[config.mk]
export PLATFORM = sky130hd
export DESIGN_NAME = axis_packetizer_flat
export DESIGN_NICKNAME = d
export VERILOG_FILES = /design/src/rtl/axis_packetizer_pkg.sv /design/src/rtl/axis_packetizer_if.sv /design/src/rtl/axis_packetizer_skid_buffer.sv /design/src/rtl/axis_packetizer.sv /design/src/flat_wrapper.sv
export SDC_FILE = /design/constraint.sdc
export NUM_CORES = 1
export LEC_CHECK = 0
export CAP_MARGIN = 20
export CORE_AREA = 3 3 300 302
export DETAILED_ROUTE_END_ITERATION = 8
export DIE_AREA = 0 0 303 305
export SLEW_MARGIN = 20
export SYNTH_ARGS = -nofsm -noshare
export SYNTH_HDL_FRONTEND = slang
export SYNTH_SLANG_ARGS = --single-unit
[constraint.sdc]
create_clock -name clk -period 2.5 [get_ports clk]
set_input_delay 0.5 -clock clk [delete_from_list [all_inputs] [get_ports clk]]
set_output_delay 0.5 -clock clk [all_outputs]
set_load 0.005 [all_outputs]
[src/rtl/axis_packetizer_pkg.sv]
// Shared definitions for the AXI-Stream packetizer.
// Contents:
//   pkt_state_e - packetizer control state (waiting for a first length
//                 vs. forwarding samples).
package axis_packetizer_pkg;

  typedef enum logic {
    UNCONFIGURED = 1'b0,
    ACTIVE       = 1'b1
  } pkt_state_e;

endpackage

[src/rtl/axis_packetizer_if.sv]
// AXI-Stream style handshake bundle used by the packetizer ports.
// Signals:
//   data  [DWIDTH] - payload
//   valid          - source has a word
//   ready          - sink can take a word
//   last           - end-of-packet marker
//   ok             - transfer happens this cycle (valid && ready)
// Modports:
//   Master_Full - drives data/valid/last, observes ready/ok
//   Slave_Full  - drives ready, observes data/valid/last/ok
interface Axis_If #(
  parameter int DWIDTH = 256
);

  logic [DWIDTH-1:0] data;
  logic              valid;
  logic              ready;
  logic              last;
  logic              ok;

  assign ok = valid && ready;

  modport Master_Full (
    output data,
    output valid,
    output last,
    input  ready,
    input  ok
  );

  modport Slave_Full (
    input  data,
    input  valid,
    input  last,
    input  ok,
    output ready
  );

endinterface

[src/rtl/axis_packetizer_skid_buffer.sv]
// Two-entry register slice (skid buffer) carrying data and last.
// The output stage registers every accepted word, so m_axis.valid rises
// the cycle after the input handshake. A second holding entry absorbs the
// one word that can arrive while the output is stalled, which lets
// in_ready be a pure register output.
// Ports:
//   clk, reset         - clock, synchronous active-high reset
//   in_valid/in_ready  - upstream handshake (in_ready = slice not full)
//   in_data, in_last   - upstream word and its end-of-packet flag
//   m_axis             - registered downstream stream
module axis_skid_buffer #(
  parameter int DWIDTH = 256
) (
  input  logic              clk,
  input  logic              reset,
  input  logic              in_valid,
  input  logic [DWIDTH-1:0] in_data,
  input  logic              in_last,
  output logic              in_ready,
  Axis_If.Master_Full       m_axis
);

  logic [DWIDTH-1:0] data_p1;
  logic              last_p1;
  logic              vld_p1;
  logic [DWIDTH-1:0] skid_data_p1;
  logic              skid_last_p1;
  logic              skid_vld_p1;
  logic              in_ok;
  logic              out_free;

  assign in_ready = !skid_vld_p1;
  assign in_ok    = in_valid && in_ready;
  // Output slot can take a new word when empty or being consumed now.
  assign out_free = !vld_p1 || m_axis.ok;

  // ---- stage p1: output register + skid entry ----
  always_ff @(posedge clk) begin
    if (reset) begin
      data_p1      <= '0;
      last_p1      <= 1'b0;
      vld_p1       <= 1'b0;
      skid_data_p1 <= '0;
      skid_last_p1 <= 1'b0;
      skid_vld_p1  <= 1'b0;
    end else if (out_free) begin
      if (skid_vld_p1) begin
        // in_ready is low while the skid entry is occupied, so no new
        // word can arrive in the same cycle it drains.
        data_p1     <= skid_data_p1;
        last_p1     <= skid_last_p1;
        vld_p1      <= 1'b1;
        skid_vld_p1 <= 1'b0;
      end else begin
        vld_p1 <= in_ok;
        if (in_ok) begin
          data_p1 <= in_data;
          last_p1 <= in_last;
        end
      end
    end else if (in_ok) begin
      skid_data_p1 <= in_data;
      skid_last_p1 <= in_last;
      skid_vld_p1  <= 1'b1;
    end
  end

  assign m_axis.data  = data_p1;
  assign m_axis.last  = last_p1;
  assign m_axis.valid = vld_p1;

endmodule

[src/rtl/axis_packetizer.sv]
// Cuts a continuous sample stream into packets of a programmable length.
// A length (minus one) written on config_in is held as pending and only
// becomes active at a packet boundary, so a packet never changes length
// part-way through. Upstream may also end a packet early with data_in.last.
// Ports:
//   clk, reset - clock, synchronous active-high reset
//   data_in    - sample stream in (last = early termination)
//   config_in  - packet length minus one (LEN_W bits); last is ignored
//   data_out   - packetized stream, last on the final word of each packet
module axis_packetizer
  import axis_packetizer_pkg::*;
#(
  parameter int DWIDTH  = 256,
  parameter int MAX_LEN = 4096
) (
  input  logic        clk,
  input  logic        reset,
  Axis_If.Slave_Full  data_in,
  Axis_If.Slave_Full  config_in,
  Axis_If.Master_Full data_out
);

  localparam int LEN_W = $clog2(MAX_LEN);

  pkt_state_e       state_q;
  pkt_state_e       state_d;
  logic [LEN_W-1:0] count_q;
  logic [LEN_W-1:0] active_len_q;
  logic [LEN_W-1:0] pend_len_q;
  logic             pend_vld_q;

  logic             slice_ready;
  logic             word_last;
  logic             at_boundary;
  logic             have_pend;
  logic [LEN_W-1:0] next_len;
  logic             unused_cfg_last;

  assign unused_cfg_last = config_in.last;

  // Length 0 makes every word compare equal, giving 1-word packets.
  assign word_last   = (count_q == active_len_q) || data_in.last;
  // Boundary: idle between packets, or the last word of a packet is
  // being accepted right now.
  assign at_boundary = data_in.ok ? word_last : (count_q == '0);
  // A write landing on the boundary cycle is the newest value and wins
  // over anything already pending.
  assign have_pend   = config_in.ok || pend_vld_q;
  assign next_len    = config_in.ok ? config_in.data : pend_len_q;

  assign config_in.ready = !reset;

  always_comb begin
    state_d       = state_q;
    data_in.ready = 1'b0;
    case (state_q)
      UNCONFIGURED: begin
        if (config_in.ok) state_d = ACTIVE;
      end
      ACTIVE: begin
        data_in.ready = slice_ready;
      end
      default: state_d = UNCONFIGURED;
    endcase
  end

  always_ff @(posedge clk) begin
    if (reset) state_q <= UNCONFIGURED;
    else       state_q <= state_d;
  end

  // ---- stage p0: word counter and length registers ----
  always_ff @(posedge clk) begin
    if (reset) begin
      count_q      <= '0;
      active_len_q <= '0;
      pend_len_q   <= '0;
      pend_vld_q   <= 1'b0;
    end else if (state_q == UNCONFIGURED) begin
      if (config_in.ok) begin
        active_len_q <= config_in.data;
        pend_len_q   <= config_in.data;
        pend_vld_q   <= 1'b0;
        count_q      <= '0;
      end
    end else begin
      if (data_in.ok) count_q <= word_last ? '0 : count_q + LEN_W'(1);
      if (at_boundary && have_pend) begin
        active_len_q <= next_len;
        pend_vld_q   <= 1'b0;
      end else if (config_in.ok) begin
        pend_len_q <= config_in.data;
        pend_vld_q <= 1'b1;
      end
    end
  end

  // ---- stage p1: registered output slice ----
  axis_skid_buffer #(
    .DWIDTH(DWIDTH)
  ) u_slice (
    .clk     (clk),
    .reset   (reset),
    .in_valid(data_in.valid && (state_q == ACTIVE)),
    .in_data (data_in.data),
    .in_last (word_last),
    .in_ready(slice_ready),
    .m_axis  (data_out)
  );

endmodule
[src/flat_wrapper.sv]
// flat-port wrapper written by rule: the top's interface ports become plain ports
module axis_packetizer_flat import axis_packetizer_pkg::*;
#(
  parameter int DWIDTH  = 256,
  parameter int MAX_LEN = 4096
)
  (clk, reset, data_in_data, data_in_valid, data_in_last, data_in_ready, config_in_data, config_in_valid, config_in_last, config_in_ready, data_out_data, data_out_valid, data_out_last, data_out_ready);
  Axis_If #(.DWIDTH(DWIDTH)) data_in_i ();
  Axis_If #(.DWIDTH(DWIDTH)) config_in_i ();
  Axis_If #(.DWIDTH(DWIDTH)) data_out_i ();
  input  logic clk;
  input  logic reset;
  input wire logic [$bits(data_in_i.data)-1:0] data_in_data;
  input wire logic [$bits(data_in_i.valid)-1:0] data_in_valid;
  input wire logic [$bits(data_in_i.last)-1:0] data_in_last;
  output wire logic [$bits(data_in_i.ready)-1:0] data_in_ready;
  input wire logic [$bits(config_in_i.data)-1:0] config_in_data;
  input wire logic [$bits(config_in_i.valid)-1:0] config_in_valid;
  input wire logic [$bits(config_in_i.last)-1:0] config_in_last;
  output wire logic [$bits(config_in_i.ready)-1:0] config_in_ready;
  output wire logic [$bits(data_out_i.data)-1:0] data_out_data;
  output wire logic [$bits(data_out_i.valid)-1:0] data_out_valid;
  output wire logic [$bits(data_out_i.last)-1:0] data_out_last;
  input wire logic [$bits(data_out_i.ready)-1:0] data_out_ready;
  assign data_in_i.data = data_in_data;
  assign data_in_i.valid = data_in_valid;
  assign data_in_i.last = data_in_last;
  assign data_in_ready = data_in_i.ready;
  assign config_in_i.data = config_in_data;
  assign config_in_i.valid = config_in_valid;
  assign config_in_i.last = config_in_last;
  assign config_in_ready = config_in_i.ready;
  assign data_out_data = data_out_i.data;
  assign data_out_valid = data_out_i.valid;
  assign data_out_last = data_out_i.last;
  assign data_out_i.ready = data_out_ready;
  axis_packetizer #(.DWIDTH(DWIDTH), .MAX_LEN(MAX_LEN)) u_core (.clk(clk), .reset(reset), .data_in(data_in_i), .config_in(config_in_i), .data_out(data_out_i));
endmodule
# ---- After elaboration in Yosys (flattened, before gate mapping)
# Index checks and enable logic that the tools add are counted.
# W data, S select, Z words.
dict set report word_totals {
  out_inout_bits 260
  romBits 0
  latchBits 0
  ff_bits 554
  ram_bits 0
  memories 0
}
dict set report classes {
  n_lt_le_gt_ge 0
  n_addsub 1
  shifts 0
  eq_ne 4
  div_mod_pow 0
  bitwise_logic 1
  mul 0
  n_mux 24
  n_reduce_logical 22
}
# cell count
set op_table {}
lappend op_table {{$mux W256} 2}
lappend op_table {{$mux W12} 11}
lappend op_table {{$add A12 B1 Y12 const B} 1}
lappend op_table {{$eq A12 B12 Y1} 1}
lappend op_table {{$logic_not A12 Y1} 1}
lappend op_table {{$mux W1} 11}
lappend op_table {{$reduce_and A2 Y1} 5}
lappend op_table {{$logic_and A1 B1 Y1} 6}
lappend op_table {{$reduce_bool A2 Y1} 3}
lappend op_table {{$ne A2 B2 Y1 const B} 2}
lappend op_table {{$logic_not A1 Y1} 3}
lappend op_table {{$logic_or A1 B1 Y1} 3}
lappend op_table {{$ne A2 B1 Y1 const B} 1}
lappend op_table {{$reduce_or A2 Y1} 1}
lappend op_table {{$not A1 Y1} 1}

# ---- Depth between registers and ports, before layout
# Gate-level depths: netlist (run 1).
dict set report depth {
  depth_word 7
  depth_mapped 8
}

# ---- Cells and area by module
# From an unflattened synthesis (run 1), not the netlist that was laid out.
dict set report unflattened {
  cells_unflattened 2549
  area_unflattened_um2 23892.9
}
# mod area_per_inst_um2 instances seq_area_each_um2 cells_each
set by_module_without_submodules {}
lappend by_module_without_submodules {axis_skid_buffer 21675.8 1 10329.9 2298}
lappend by_module_without_submodules {axis_packetizer 2198.4 1 760.7 248}
lappend by_module_without_submodules {axis_packetizer_flat 18.8 1 0.0 3}

# ---- Least setup slack after synthesis (run 1)
# No wires, ideal clock.
dict set report synth_path {
  path_type {input port to flip-flop}
  from {in reset}
  to {reg u_core.count_q[5]}
  stages 6
  t_arrival_ns 1.738
  slack_ns 0.633
  required_time_ns 2.371
  path_cell_list {clkbuf_1 -> or3b_2 -> a21boi_1 -> and3_1 -> xnor2_1 -> nor2_1}
}
dict set report synth_between {
  elab_chain_cells 4
}
# item line_no
set synth_lines {}
lappend synth_lines {{from (decl)} flat_wrapper.sv:12} ;# input logic reset;
lappend synth_lines {{$logic_not A1 Y1} axis_packetizer.sv:51} ;# assign config_in.ready = !reset;
lappend synth_lines {{$logic_and A1 B1 Y1} axis_packetizer_if.sv:21} ;# assign ok = valid && ready;
lappend synth_lines {{$reduce_bool A2 Y1 (no line)} --}
lappend synth_lines {{$reduce_and A2 Y1 (no line)} --}
lappend synth_lines {{to (signal assigned)} axis_packetizer.sv:87} ;# if (data_in.ok) count_q <= word_last ? '0 : count_q + LEN_W'(1);
lappend synth_lines {{to (decl)} axis_packetizer.sv:27} ;# logic [LEN_W-1:0] count_q;
# Parallel ways exist; a longest one is shown, timed or not.
# A chain may end at the register's enable or synchronous reset.

# ---- Worst setup path after layout (run 1)
dict set report layout_path {
  from {reg u_core.count_q[0]}
  to {reg u_core.active_len_q[11]}
}
dict set report layout_between {
  elab_chain_cells 6
  word_cells_on_any_way 7
  classes_between {eq/ne (2); mux (1); reduce/logical (4)}
}
# item line_no
set layout_lines {}
lappend layout_lines {{$eq A12 B12 Y1} axis_packetizer.sv:42} ;# assign word_last = (count_q == active_len_q) || data_in.last;
lappend layout_lines {{$logic_or A1 B1 Y1} axis_packetizer.sv:42}
lappend layout_lines {{$mux W1 *} axis_packetizer.sv:45} ;# assign at_boundary = data_in.ok ? word_last : (count_q == '0);
lappend layout_lines {{$logic_and A1 B1 Y1 *} axis_packetizer.sv:88} ;# if (at_boundary && have_pend) begin
lappend layout_lines {{$ne A2 B2 Y1 (no line) *} --}
lappend layout_lines {{$reduce_and A2 Y1 (no line) *} --}
lappend layout_lines {{to (signal assigned)} axis_packetizer.sv:81} ;# active_len_q <= config_in.data;
lappend layout_lines {{to (signal assigned)} axis_packetizer.sv:89} ;# active_len_q <= next_len;
lappend layout_lines {{to (decl)} axis_packetizer.sv:28} ;# logic [LEN_W-1:0] active_len_q;
# Every way passes the cells marked *; elsewhere a longest branch is shown, timed or not.

==> summary.txt, run 1 <==
Global routing
  • Global-route met1 utilization: 17.8%
  • Met3 Track Usage GR: 6.25%
  • Global Route Usage Sum: 14.3%
  • Vias in the first global route: 17800
  • Grt met2 use: 21.8%
  • Initial antenna violation count: 17
  • Grt peak-use layer: met2
  • GRT Residual Overflow: 0
  • First-pass GRT wire length: 105 mm
  • Largest net degree at the start of global routing: 161

STA
  • Skew final: between 15 and 20 ps
  • Final setup vio count: 0
  • Final period utilization: 83.3%
  • Fin crit period: 2080 ps
  • Worst-Margin Slew: 984 ps
  • Final Slew Violations: 0
  • Setup TNS Final: 0 ps
  • Slew headroom: 34.4%
  • Hold Fails Final Rpt: 0
  • Max Freq: roughly 480 MHz
  • RSZ-0062 raised after global routing: false

Setup path
  • Worst Path Required: 3000 ps
  • Crit-path max cell delay: about 640 ps
  • Critical Path End Type: flip-flop
  • Critical path buffers and inverters: 2
  • Crit-path leading delay family: simple AND/OR/NAND/NOR gates
  • Critical path class: flip-flop to flip-flop
  • Worst setup SP type: flip-flop
  • Slowest CP cell: or4_4
  • CP max FO: 12
  • Critical-path cell list: inv_1 -> ha_1 -> nor4b_1 -> nand4_1 -> a21boi_2 -> buf_4 -> or4_4 -> a22oi_1
  • Crit path arrival time: between 2000 and 3000 ps

Synth
  • Top FF cell, synth: dfxtp_1
  • Netlist cell types: 45
  • Ranking of synthesized cells by area: dfxtp_1 51%, mux2i_1 12%, nand2_1 9.6%
  • Seq/Total Area, Yosys: between 50% and 60%
  • Syn Std Cell Area: 0.0219 mm^2
  • Syn_area_per_cell: just under 9 um^2
  • Syn Nets: 3033
  • Syn. warnings: 0
  • EDFF count, synth: 0
  • Ys async rst share: 0%
  • Yosys top cell area share: 50.5%
  • Cells after synthesis: roughly 2500
  • Largest area contributor in the netlist: dfxtp_1
  • Flops & latches, synth: ~550

Clock network
  • Worst-Skew Late Latency: 590 ps
  • CTS HTree Levels: 3
  • CTS tree: done
  • Bufs on Longest Clock Path: 3
  • Clock-pin slew on the worst setup and hold paths: 60 ps
  • Clk sink count: 554
  • Root Buffer: clkbuf_16
  • Num CTS Buffers: 68

Finish
  • Nets: 3504
  • Layout cells sized above 1: 7.23%
  • Most common cell after layout, fill and taps aside: nand2_1
  • Final design utilization: 35.5%
  • Most frequent cells in the layout: 559 x nand2_1, 552 x dfxtp_1, 531 x clkdlybuf4s50_1
  • Fillers: 8970
  • Layout area overhead: 42.3%

Floorplan
  • Die Y: 305 um
  • Core ar.: 0.0880 mm^2
  • Die X: 303 um
  • Die area: about 0.092 mm^2
  • IO Count: 779
  • Rows: between 100 and 150
  • Initial core utilization: 25.0%

Place
  • Number of port buffers: 533
  • Post-detail-place hpwl: 47.0 mm
  • Final Wtd Congestion: 0.758

Pwr
  • P per Cell Area: 682 mW/mm^2
  • VDD IR max: 470 uV
  • LEAKAGE: 10.1 nW
  • Total design power: about 0.021 W

Detailed routing
  • Post-route antenna net violation count: 0
  • 1st-iter DRT viols: 948
  • Drt drc: 0
  • DR pass1 iterations: 6
  • Drt wl/cell: 16.3 um
  • Vias/cell: 4.46
  • Vias: 18700
  • WL final: approximately 70 mm

Flow run
  • Number of max-cap violations: 0

Hold path
  • Hold crit path type: input port to flip-flop

Status
  • Outcome: complete, no violations
Yosys cell counts, types with 5 or more instances:
cell	n
nand2_1	560
nor3_1	5
mux2i_1	269
a211oi_1	257
buf_2	41
xnor2_1	16
nor2_1	270
buf_1	7
a31o_2	12
a22oi_2	10
clkbuf_1	162
dfxtp_1	554
a21oi_1	261
inv_1	16
nand4_1	9
nand3_1	16
state kept, by name, summed over array words and instances (netlist names):
| signal | flops |
|---|---|
| u_core.u_slice.skid_vld_p1 | 1 |
| u_core.u_slice.m_axis.valid | 1 |
| u_core.u_slice.m_axis.last | 1 |
| u_core.u_slice.skid_last_p1 | 1 |
| u_core.pend_len_q | 12 |
| u_core.count_q | 12 |
| u_core.u_slice.m_axis.data | 256 |
| u_core.u_slice.skid_data_p1 | 256 |
| u_core.active_len_q | 12 |
| u_core.state_q | 1 |
| u_core.pend_vld_q | 1 |
worst paths after layout:
kind / start / endpoint / slack (ps) / cells past startpoint
worst max register to register: u_core.count_q[0] / u_core.active_len_q[11] / 420 / 8
worst min-delay path: reset / u_core.u_slice.m_axis.data[197] / 240 / 2
worst min register to register: u_core.u_slice.skid_data_p1[233] / u_core.u_slice.skid_data_p1[233] / 450 / 2
worst max-delay path: u_core.count_q[0] / u_core.active_len_q[11] / 420 / 8
report_power, final:
group | total (W) | internal, W | switching, W
sequential | 0.00938 | 0.00918 | 0.000194
combinational | 0.00239 | 0.00132 | 0.00107
clock | 0.00952 | 0.00565 | 0.00387
total | 0.0213 | 0.0162 | 0.00513
layout make-up:
cell class	instances	area, um^2	area share (%)
diodes	6	15.0	0.0481
clock buffers	100	1990	6.39
clock inverters	18	159	0.509
inverters	17	63.8	0.204
multi-input cells	1727	9960	31.9
flip-flops and latches	554	11100	35.5
well taps	1165	1460	4.67
repair buffers	615	6480	20.8
layer usage:
layer	share of wire [%]	routed length [um]
met1	43	29500
met2	44	30000
met5	0.22	149
met3	10	6880
met4	2.7	1850
cells by family (layout without fill, tap and decap cells):
| group | Yosys count | in the layout | synth area share [%] |
|---|---|---|---|
| adders and majority gates | 2 | 2 | 0.114 |
| other | 0 | 6 | 0 |
| buffers and inverters | 231 | 750 | 4.27 |
| AOI/OAI and AO/OA | 552 | 552 | 16.2 |
| DFF | 554 | 554 | 50.5 |
| and+or+nand+nor | 884 | 884 | 15.8 |
| muxes | 269 | 269 | 12.3 |
| xor gates and xnor gates | 20 | 20 | 0.798 |
per-stage QoR:
stage	setup WS [ps]	instance area [um^2]	hold slack (ps)	cells
final	418	31200	243	4202
after global routing	248	31200	201	4200
after CTS	69.5	31200	189	4196
after detailed placement	39.3	29100	446	4078
after global placement	-293	29000	440	4078
after floorplan	633	21900	435	2512
repair_timing:
item | in CTS | in global routing
setup buffers | 0 | 0
hold buffers | 0 | 0
gates cloned | 0 | 0
pin swaps | 0 | 0
gates resized for setup | 1 | 1
endpoints found under the setup margin | 1 | 1
Note: power is estimated with default switching activity, not from simulation.
==> run 2: changes to the inputs <==
- clock period: 2.5 -> 2 ns (I/O delays scaled with it)
==> summary.txt, run 2 (same netlist as run 1, synthesis figures left out) <==
Clock network
  • Clock-pin slew on the worst setup and hold paths: 60 ps
  • Worst-Skew Late Latency: 590 ps
  • CTS tree: done
  • Root Buffer: clkbuf_16
  • Clk sink count: about 550
  • Setup bufs post-CTS: 0
  • CTS HTree Levels: 3
  • Num CTS Buffers: 67
  • Bufs on Longest Clock Path: 3

STA
  • Hold Fails Final Rpt: 0
  • RSZ-0062 raised after global routing: false
  • Final Slew Violations: 0
  • Slew headroom: 29.0%
  • Skew final: 21.3 ps
  • Final period utilization: 96.7%
  • Final worst slack: 65.5 ps
  • Worst-Margin Slew: 1070 ps
  • Final setup vio count: 0
  • Fin crit period: 1930 ps
  • Max Freq: between 500 and 600 MHz

Place
  • Post-detail-place hpwl: roughly 48 mm
  • Final Wtd Congestion: a little under 0.8
  • Worst slack at placement: -253 ps
  • Number of port buffers: 533
  • Placed Cells incl. Taps: 4113

Pwr
  • LEAKAGE: 10.4 nW
  • P per Cell Area: 865 mW/mm^2
  • VDD IR max: 575 uV
  • Total design power: between 0.02 and 0.03 W

Detailed routing
  • Vias/cell: 4.47
  • Vias: 18900
  • 1st-iter DRT viols: 1004
  • Drt drc: 0
  • WL final: 68.8 mm
  • DR pass1 iterations: 6
  • Drt wl/cell: 16.2 um
  • Post-route antenna net violation count: 0

Setup path
  • Crit-path leading delay family: buffers and inverters
  • Critical-path cell list: clkdlybuf4s50_1
  • Critical Path End Type: output port
  • Crit-path max cell delay: 590 ps
  • RR Startpoint: u_core.count_q[0]
  • Worst setup SP type: flip-flop
  • Critical path buffers and inverters: 1
  • Critical path class: flip-flop to output port
  • Reg2Reg Depth: 7
  • Worst Path Required: 1600 ps
  • CP max FO: 2
  • Crit path arrival time: 1530 ps
  • Slowest CP cell: clkdlybuf4s50_1
  • Worst R2R End: u_core.active_len_q[11]
  • R2r setup slk: between 150 and 200 ps

Floorplan
  • Core ar.: approximately 0.088 mm^2
  • Die X: around 300 um
  • Die Y: 305 um
  • Rows: 109
  • Die area: 0.0924 mm^2
  • IO Count: 779
  • Initial core utilization: between 20 and 25%

Hold path
  • WHS Endpoint: u_core.state_q
  • Worst Hold Path Cells: 3
  • Min-delay src: reset
  • Hold crit path type: input port to flip-flop

Finish
  • Most frequent cells in the layout: 559 x nand2_1, 550 x dfxtp_1, 520 x clkdlybuf4s50_1
  • Fillers: 8992
  • Most common cell after layout, fill and taps aside: nand2_1
  • Finished Layout Cells: between 4000 and 5000
  • Layout area overhead: 44.2%
  • Nets: 3538
  • Layout cells sized above 1: under 10%

Global routing
  • Global Route Usage Sum: 14.4%
  • Vias in the first global route: 18000
  • Largest net degree at the start of global routing: 194
  • First-pass GRT wire length: around 110 mm
  • Initial antenna violation count: 15
  • GRT Residual Overflow: 0

Flow run
  • Number of max-cap violations: 0

Status
  • Outcome: complete, no violations
## run 2: cell count changes in the layout (fill, tap and decap cells not counted), sizes merged, moves of 2 or more
cell	change
buf	+35
clkdlybuf4s50	-11
dlygate4sd2	+10
bufinv	+5
clkinv	+2
diode	+2
## run 2: worst max-delay path by stage
| stage | startpoint | end | slack, ps | cells past startpoint |
|---|---|---|---|---|
| final | u_core.u_slice.m_axis.data[157] | data_out_data[157] | 70 | 1 |
| after CTS | u_core.u_slice.m_axis.data[157] | data_out_data[157] | 6 | 1 |
| after global routing | u_core.u_slice.m_axis.data[202] | data_out_data[202] | 3 | 1 |
| after detailed placement | data_in_valid | u_core.u_slice.m_axis.data[35] | -250 | 7 |
| after floorplan | u_core.count_q[0] | u_core.active_len_q[10] | 220 | 8 |
| after global placement | data_in_valid | u_core.u_slice.m_axis.data[204] | -210 | 7 |
## run 2: per-layer routing
metal  GRT usage, %  part of all wire, %
met1           18.0                   43
met2           22.0                   44
met3           5.98                  9.8
met4           5.32                  2.6
met5              0                 0.13
## run 2: worst min-delay path, delay by kind of cell
kind          cells  cell delay (ps)
simple gates      1               60
buf+inv           2              290
## run 2: cell type report
class | instances | area, um^2 | area share [%]
Antenna cell | 8 | 20.0 | 0.0632
Clock buffer | 98 | 1990 | 6.28
Clock inverter | 23 | 314 | 0.992
Inverter | 17 | 63.8 | 0.202
Multi-Input combinational cell | 1727 | 9950 | 31.4
Sequential cell | 554 | 11100 | 35.1
Tap cell | 1165 | 1460 | 4.60
Timing Repair Buffer | 650 | 6770 | 21.4
## run 2: stage by stage
step / setup TNS [ps] / hold WS, ps / instance area (um^2) / utilization (%)
global placement: -57120 / 441 / 29300 / 33.4
floorplan: 0 / 435 / 21900 / -
detailed placement: -72590 / 446 / 29300 / 33.4
global route: 0 / 194 / 31700 / 36.0
finish: 0 / 198 / 31700 / 36.0
CTS: 0 / 140 / 31600 / 36.0
## run 2: timing repair
action / 4_1_cts / 5_1_grt
gates cloned: 0 / 0
gates resized for setup: 16 / 2
endpoints found under the setup margin: 13 / 2
hold buffers: 0 / 0
## run 2: report_power, final
group / leakage, nW / internal, W / switching [W]
clock: 1.14 / 0.00771 / 0.00490
combinational: 4.75 / 0.00170 / 0.00134
sequential: 4.51 / 0.0115 / 0.000245
total: 10.4 / 0.0209 / 0.00648
==> run 3: changes to the inputs <==
- CORE_AREA: 3 3 300 302 -> 2 2 299 301
- DIE_AREA: 0 0 303 305 -> 0 0 301 303
==> summary.txt, run 3 (same netlist as run 1, synthesis figures left out) <==
STA
  • RSZ-0062 raised after global routing: false
  • Fin crit period: 1930 ps
  • Setup TNS Final: 0 ps
  • Slew headroom: 25.1%
  • Hold Fails Final Rpt: 0
  • Hold_ws: 302 ps
  • Max Freq: between 500 and 600 MHz
  • Worst-Margin Slew: 1120 ps
  • Final setup vio count: 0
  • Final period utilization: between 90% and 100%
  • Final Slew Violations: 0
  • Skew final: 34.2 ps

Hold path
  • Worst Hold Path Cells: 3
  • WHS Endpoint: u_core.active_len_q[10]
  • Hold crit path type: input port to flip-flop
  • Min-delay src: reset

Setup path
  • Worst R2R End: u_core.active_len_q[0]
  • Slowest CP cell: clkdlybuf4s50_1
  • RR Startpoint: u_core.count_q[0]
  • R2r setup slk: 140 ps
  • Reg2Reg Depth: 7
  • Critical path class: flip-flop to output port
  • Critical path buffers and inverters: 1
  • Critical Path End Type: output port
  • Crit path arrival time: 1530 ps
  • Crit-path max cell delay: 580 ps
  • CP max FO: 2
  • Worst Path Required: 1600 ps
  • Worst setup SP type: flip-flop
  • Crit-path leading delay family: buffers and inverters
  • Crit path from: u_core.u_slice.m_axis.data[189]
  • Critical-path cell list: clkdlybuf4s50_1

Flow run
  • Number of max-cap violations: 0

Global routing
  • Vias in the first global route: 18200
  • GRT Residual Overflow: 0
  • Largest net degree at the start of global routing: 182
  • Global Route Usage Sum: 14.6%
  • First-pass GRT wire length: about 110 mm
  • Initial antenna violation count: 19

Detailed routing
  • WL final: between 60 and 70 mm
  • 1st-iter DRT viols: 969
  • Drt drc: 0
  • Post-route antenna net violation count: 0
  • Drt wl/cell: around 16 um
  • DR pass1 iterations: 5
  • Vias/cell: about 4.5
  • Vias: 19000

Floorplan
  • IO Count: 779
  • Die area: 0.0912 mm^2
  • Initial core utilization: 25.0%
  • Core ar.: 0.0880 mm^2
  • Die Y: around 300 um
  • Rows: about 110
  • Die X: 301 um

Pwr
  • VDD IR max: around 700 uV
  • LEAKAGE: 10.5 nW
  • P per Cell Area: a little under 900 mW/mm^2

Finish
  • Most common cell after layout, fill and taps aside: nand2_1
  • Layout area overhead: 44.7%
  • Reg area: 0.0111 mm^2
  • Nets: between 3000 and 4000
  • Fillers: 8961
  • Layout cells sized above 1: between 8 and 9%
  • Final Instance Area: approximately 0.032 mm^2
  • Area of the multi-input gates: 0.00995 mm^2
  • Most frequent cells in the layout: 559 x nand2_1, 552 x dfxtp_1, 522 x clkdlybuf4s50_1

Place
  • DP Area: 0.0293 mm^2
  • Final Wtd Congestion: between 0.7 and 0.8
  • Post-detail-place hpwl: 47.8 mm
  • Number of port buffers: 533

Clock network
  • CTS tree: done
  • Bufs on Longest Clock Path: 3
  • Worst-Skew Late Latency: 610 ps
  • CTS HTree Levels: 3
  • Num CTS Buffers: 68
  • Clock-pin slew on the worst setup and hold paths: about 60 ps
  • Clk sink count: ~550
  • Root Buffer: clkbuf_16

Status
  • Outcome: complete, no violations
[run 3: changes by cell type in the layout (fill, tap and decap cells not counted), moves of 3 or more]
cell / before / now
buf_12: 45 / 39
dlymetal6s2s_1: 1 / 6
dlygate4sd2_1: 10 / 3
clkinvlp_4: 0 / 3
buf_4: 72 / 90
[run 3: timing repair]
| item | in CTS | in global routing |
|---|---|---|
| resized for setup | 7 | 7 |
| endpoints found under the setup margin | 4 | 9 |
| hold buffers | 1 | 0 |
| cloned | 0 | 0 |
| buffers inserted | 0 | 3 |
| hold endpoints to repair | 1 | 0 |
[run 3: worst max-delay path by stage]
stage	slack, ps	cells after the start	to
floorplan	220	8	u_core.active_len_q[10]
global placement	-170	7	u_core.u_slice.m_axis.data[148]
detailed placement	-240	7	u_core.u_slice.m_axis.data[145]
CTS	0.1	1	data_out_data[48]
global route	0.6	1	data_out_data[219]
finish	70	1	data_out_data[189]
[run 3: stage by stage]
stage                     total power, W  utilization (%)  cells  setup WS [ps]
after floorplan                   0.0132                -   2512            220
after global placement            0.0150             33.4   4122           -170
after detailed placement          0.0150             33.4   4122           -243
after CTS                         0.0281             36.0   4245          0.103
after global routing              0.0288             36.1   4252          0.578
final                             0.0276             36.1   4255           68.6
[run 3: final cells by class]
cell class | instances | area share, %
Sequential cell | 554 | 34.9
Multi-Input combinational cell | 1727 | 31.3
Timing Repair Buffer | 663 | 21.5
Clock buffer | 96 | 6.23
Tap cell | 1165 | 4.59
Clock inverter | 26 | 1.17
Inverter | 17 | 0.201
Antenna cell | 7 | 0.0552
[run 3: report_power, final]
group	internal (W)	total (W)	switching [W]
logic	0.00169	0.00303	0.00134
registers	0.0115	0.0117	0.000238
clock network	0.00776	0.0128	0.00505
[run 3: per-layer routing]
metal	vias to the layer above	part of all wire (%)	global-route usage (%)
li1	9703	-	-
met1	8622	44	18.5
met2	526	43	22.2
met3	134	9.3	5.93
met4	18	3.1	5.54
met5	-	0.19	0
